<file path="src/rtl/val2_pkg.sv">
// rtl/val2_pkg.sv - Shared encodings, FSM states and widths for the val2 operand sequencer
package val2_pkg;

    localparam int AMT_W = 5;

    localparam logic [1:0] SH_LSL = 2'b00;
    localparam logic [1:0] SH_LSR = 2'b01;
    localparam logic [1:0] SH_ASR = 2'b10;
    localparam logic [1:0] SH_ROR = 2'b11;

    typedef enum logic [1:0] {
        IDLE  = 2'd0,
        CALC  = 2'd1,
        SHIFT = 2'd2,
        DONE  = 2'd3
    } state_t;

endpackage

</file>
<file path="src/rtl/val2_step.sv">
// rtl/val2_step.sv - Combinational one-step shifter (1 or 4 positions) for LSL/LSR/ASR/ROR
module val2_step
    import val2_pkg::*;
#(
    parameter int DATA_W = 32
) (
    input  logic [DATA_W-1:0] data,
    input  logic [1:0]        op,
    input  logic              by4,
    output logic [DATA_W-1:0] q
);

    // Apply the selected operation by one or four bit positions
    always_comb begin
        q = data;
        if (by4) begin
            case (op)
                SH_LSL:  q = {data[DATA_W-5:0], 4'b0000};
                SH_LSR:  q = {4'b0000, data[DATA_W-1:4]};
                SH_ASR:  q = {{4{data[DATA_W-1]}}, data[DATA_W-1:4]};
                default: q = {data[3:0], data[DATA_W-1:4]};
            endcase
        end else begin
            case (op)
                SH_LSL:  q = {data[DATA_W-2:0], 1'b0};
                SH_LSR:  q = {1'b0, data[DATA_W-1:1]};
                SH_ASR:  q = {data[DATA_W-1], data[DATA_W-1:1]};
                default: q = {data[0], data[DATA_W-1:1]};
            endcase
        end
    end

endmodule

</file>
<file path="src/rtl/val2_seq.sv">
// rtl/val2_seq.sv - Multi-cycle Val2 sequencer; define VAL2_SEQ_RADIX4_EN for 4-position steps
module val2_seq
    import val2_pkg::*;
#(
    parameter int DATA_W = 32
) (
    input  logic              clk,
    input  logic              rst,
    input  logic              start,
    input  logic              imm,
    input  logic              ld_str,
    input  logic [11:0]       shift_operand,
    input  logic [DATA_W-1:0] val_rm,
    output logic [DATA_W-1:0] result,
    output logic              done,
    output logic              busy,
    output logic              stall
);

    state_t            state;
    state_t            state_next;
    logic [DATA_W-1:0] work;
    logic [DATA_W-1:0] step_out;
    logic [DATA_W-1:0] res_q;
    logic [1:0]        op;
    logic [AMT_W-1:0]  cnt;
    logic [AMT_W-1:0]  dec;
    logic              by4;

`ifdef VAL2_SEQ_RADIX4_EN
    assign by4 = (cnt >= AMT_W'(4));
`else
    assign by4 = 1'b0;
`endif

    assign dec    = by4 ? AMT_W'(4) : AMT_W'(1);
    assign result = res_q;

    val2_step #(.DATA_W(DATA_W)) u_step (
        .data (work),
        .op   (op),
        .by4  (by4),
        .q    (step_out)
    );

    // State register; reset drops any request in flight
    always_ff @(posedge clk or posedge rst) begin
        if (rst) state <= IDLE;
        else     state <= state_next;
    end

    // Next-state decode and handshake outputs
    always_comb begin
        state_next = state;
        busy       = 1'b0;
        done       = 1'b0;
        stall      = 1'b0;
        case (state)
            IDLE: begin
                stall = start;
                if (start) state_next = CALC;
            end
            CALC: begin
                busy       = 1'b1;
                stall      = 1'b1;
                state_next = (cnt == '0) ? DONE : SHIFT;
            end
            SHIFT: begin
                busy  = 1'b1;
                stall = 1'b1;
                if (cnt == dec) state_next = DONE;
            end
            DONE: begin
                busy       = 1'b1;
                done       = 1'b1;
                state_next = IDLE;
            end
            default: state_next = IDLE;
        endcase
    end

    // Operand capture, iterative shifting and result latch on entry to DONE
    always_ff @(posedge clk or posedge rst) begin
        if (rst) begin
            work  <= '0;
            op    <= SH_LSL;
            cnt   <= '0;
            res_q <= '0;
        end else begin
            case (state)
                IDLE: begin
                    if (start) begin
                        if (ld_str) begin
                            work <= {{(DATA_W-12){shift_operand[11]}}, shift_operand};
                            op   <= SH_LSL;
                            cnt  <= '0;
                        end else if (imm) begin
                            work <= {{(DATA_W-8){1'b0}}, shift_operand[7:0]};
                            op   <= SH_ROR;
                            cnt  <= {shift_operand[11:8], 1'b0};
                        end else begin
                            work <= val_rm;
                            op   <= shift_operand[6:5];
                            cnt  <= shift_operand[11:7];
                        end
                    end
                end
                CALC: begin
                    if (cnt == '0) res_q <= work;
                end
                SHIFT: begin
                    work <= step_out;
                    cnt  <= cnt - dec;
                    if (cnt == dec) res_q <= step_out;
                end
                default: ;
            endcase
        end
    end

endmodule
</file>
<file path="config.mk">
export PLATFORM = sky130hd
export DESIGN_NAME = val2_seq
export DESIGN_NICKNAME = d
export VERILOG_FILES = /design/src/rtl/val2_pkg.sv /design/src/rtl/val2_step.sv /design/src/rtl/val2_seq.sv
export SDC_FILE = /design/constraint.sdc
export NUM_CORES = 1
export LEC_CHECK = 0
export BUFFER_PORTS_ARGS = -buffer_cell sky130_fd_sc_hd__buf_2
export CAP_MARGIN = 20
export CORE_ASPECT_RATIO = 0.9
export CORE_UTILIZATION = 35
export CTS_CLUSTER_DIAMETER = 200
export CTS_CLUSTER_SIZE = 14
export DETAILED_ROUTE_END_ITERATION = 10
export PLACE_DENSITY = 0.56
export SYNTH_ARGS = -nofsm -noshare
export SYNTH_HDL_FRONTEND = slang
export SYNTH_SLANG_ARGS = --single-unit
</file>
<file path="constraint.sdc">
create_clock -name clk -period 3.05 [get_ports clk]
set_input_delay 0.61 -clock clk [delete_from_list [all_inputs] [get_ports clk]]
set_output_delay 0.61 -clock clk [all_outputs]
set_load 0.02 [all_outputs]
</file>
==> flow_summary_export.csv <==
group,metric,value,unit
routing,viasPerCell,5.468,
critical_path,critPathBufInv,2,
global_route,grt_max_degree,75,
clocking,cts_resized,0,
critical_path,r2r_start,"cnt[1]",
clocking,cts_root_buf,"clkbuf_16",
clocking,ctsHoldBuffers,0,
floorplan,die_y,104.9,um
floorplan,start_util,36.02,%
critical_path,crit_path_max_incr_delay,600,ps
routing,drc,0,
timing,hold_ws,344.7,ps
logic_synthesis,synth_seq_cells,73,
final_layout,n_antenna_cell,0,
timing,finalClockSkew,7.172,ps
global_route,grt_first_pass_wirelength,17650,um
timing,slew_violations,0,
logic_synthesis,ys_warn_count,0,
power,powerDensity,1253,nW/um^2
final_layout,area_growth,20.96,%
timing,max_freq,432.9,MHz
logic_synthesis,async_flop_share,100.0,%
final_layout,final_cell_area,4982,um^2
global_route,antenna_found_initial,0,
power,p_leak,2.345,nW
clocking,cts_num_sinks,73,
routing,dr_total_vias,3647,
timing,hold_viol_final,0,
place,gp_congestion,0.7860,
logic_synthesis,synth_compound_area_share,25.85,%
logic_synthesis,synth_nets,498,
logic_synthesis,synth_top_flop_cell,"dfrtp_1",
timing,tightest_slew,870.9,ps
clocking,clk_latency,330,ps
timing,post-route-min-period,2310,ps
routing,first_pass_iters,4,
logic_synthesis,syn-mean-instance-area,9.298,um^2
clocking,htreeDepth,3,
logic_synthesis,yosysTopAreaCell,"dfrtp_1",
floorplan,io_pins,84,
final_layout,drive_gt1_share,23.09,%
place,dpl_cell_area,4649,um^2
floorplan,die_area,12210,um^2
logic_synthesis,synthMuxAreaShare,8.384,%
timing,slew_headroom,41.88,%
critical_path,startpoint_type,"flip-flop",
critical_path,worst-r2r-cell-count,6,
floorplan,rows,37,
place,io_buffers,83,
logic_synthesis,synth_area,4119,um^2
final_layout,fillCellCount,1153,
logic_synthesis,synth-simple-area-share,14.06,%
global_route,grt_usage,18.71,%
critical_path,crit_family,"compound AO/OA/AOI/OAI gates",
routing,drt-initial-drc-count,230,
clocking,cts_tree,"yes",
place,dp_hpwl,7274,um
critical_path,crit_type,"flip-flop to flip-flop",
logic_synthesis,synth_top_family_by_area,"compound AO/OA/AOI/OAI gates",
clocking,cts_made_buffers,9,
clocking,post_cts_buffers,0,
logic_synthesis,synth_xor_area_share,0,%
power,power.total,6.242,mW
critical_path,endpoint_kind,"flip-flop",
critical_path,r2r-end,"result[18]",
critical_path,required,3260,ps
floorplan,fp.dieW,116.4,um
timing,setup_viol_count_final,0,
power,vdd_drop_max,0.5570,mV
run_status,status,"finished clean",
logic_synthesis,synthAdderAreaFrac,1.823,%
routing,ant_nets,0,
critical_path,critPathSlowestCell,"o41a_1",
logic_synthesis,netlist_instances,443,
routing,post_drt_wl_per_cell,16.04,um
timing,fin_setup_tns,0,ps
clocking,clk_path_buf_depth,2,
logic_synthesis,ys_seq_area_share,44.35,%
logic_synthesis,synth_edf_count,0,
logic_synthesis,synth_cell_types,43,
floorplan,core,11430,um^2
clocking,clk_pin_slew,60,ps
flow_run,drv_cap,0,
critical_path,r2r_setup_slack,740,ps
critical_path,crit_fanout,24,
worst_hold_path,min-delay-path-class,"input pin to asynchronous set/reset pin",
critical_path,critical_path_arrival,2520,ps
global_route,grt-ovfl-total,0,
timing,fin_crit_sh,75.74,%
timing,grt_setup_unrepaired,"no",
final_layout,finalNetCount,562,
logic_synthesis,netlist.area_leader.share,44.35,%
routing,routed_wl,10700,um
logic_synthesis,yosys-top-cells-area,"dfrtp_1 44%, mux2_1 6.8%, nand2_1 6.6%",
critical_path,crit_chain,"inv_1, ha_1, inv_2, o41a_1, nor2_8, mux2_1",
global_route,grt_pass1_vias,3621,
cell families after synthesis:
logic type / after synthesis
and+or+nand+nor: 132
adders and majority gates: 6
DFF: 73
muxes: 30
AOI/OAI and AO/OA: 151
buffers and inverters: 51
cell type report:
type                    instances  area (um^2)  area share (%)
multi-input cells             319         2095           42.04
clock inverters                 5        78.83           1.582
well taps                     156        195.2           3.918
repair buffers                 92        503.0           10.10
flip-flops and latches         73         1827           36.66
inverters                      12        45.04          0.9041
clock buffers                  10        239.0           4.797
layer usage:
layer | wire length, um | share of wire (%) | global-route usage [%]
met4 | 209 | 2.0 | 6.410
met2 | 4950 | 46 | 29.63
met5 | 0 | 0 | 0
met1 | 5063 | 47 | 24.76
met3 | 476 | 4.4 | 4.524
flip-flops by register name, summed over array words and instances, names as in the netlist:
signal,count
result,32
work,32
cnt,5
op,2
state,2
worst reg2reg max path, delay by kind of cell (launching register included):
kind,cells,cell delay (ps)
AO/OA/AOI/OAI,1,600
adder cells (fa/ha/maj),1,170
buffers and inverters,2,140
flip-flops,1,380
multiplexers,1,380
AND/OR/NAND/NOR,1,520
cell usage in the layout, fill, tap and decap left out, types with 9 or more instances in the layout:
cell type,count
a21o_1,24
a21oi_1,26
a311oi_1,23
a31oi_1,24
buf_2,83
clkbuf_16,9
dfrtp_1,73
inv_1,10
mux2_1,25
nand2_1,72
nor2_1,36
o21ai_1,10
o31ai_1,11
cells in the mapped netlist, types with 2 or more instances:
cell and n:
a211oi_1 7, a21o_1 24, a21oi_1 26, a221oi_1 4, a311oi_1 23, a31oi_1 24, a32oi_1 2, and3_1 7
buf_1 5, buf_2 11, buf_6 3, clkbuf_1 20, dfrtp_1 73, ha_1 6, inv_1 11, mux2_1 25
mux2i_1 3, nand2_1 72, nand3_1 2, nor2_1 38, nor2b_1 7, o21ai_0 3, o21ai_1 10, o22ai_1 2
o31ai_1 11, o41ai_1 7
per-stage QoR:
stage / worst slack (ps) / cells / utilization (%)
after floorplan: 586.7 / 443 / -
after global placement: 795.4 / 651 / 40.66
after detailed placement: 727.9 / 651 / 40.66
after CTS: 711.4 / 666 / 43.44
after global routing: 600.8 / 667 / 43.57
final: 739.9 / 667 / 43.57
report_power, final:
part | total, mW | switching, mW | internal (mW) | leakage, nW
clock network | 1.14 | 0.409 | 0.734 | 0.159
logic | 3.26 | 2.00 | 1.27 | 1.28
registers | 1.83 | 0.385 | 1.45 | 0.909
worst max-delay path by stage:
stage / cells after the start / slack, ps / endpoint / start
CTS: 6 / 710 / result[9] / cnt[1]
detailed placement: 6 / 730 / result[0] / cnt[1]
floorplan: 1 / 590 / cnt[0] / rst
finish: 6 / 740 / result[18] / cnt[1]
global placement: 6 / 800 / result[26] / cnt[1]
global route: 6 / 600 / result[18] / cnt[1]
No activity file was read; power rests on OpenSTA's default activity.
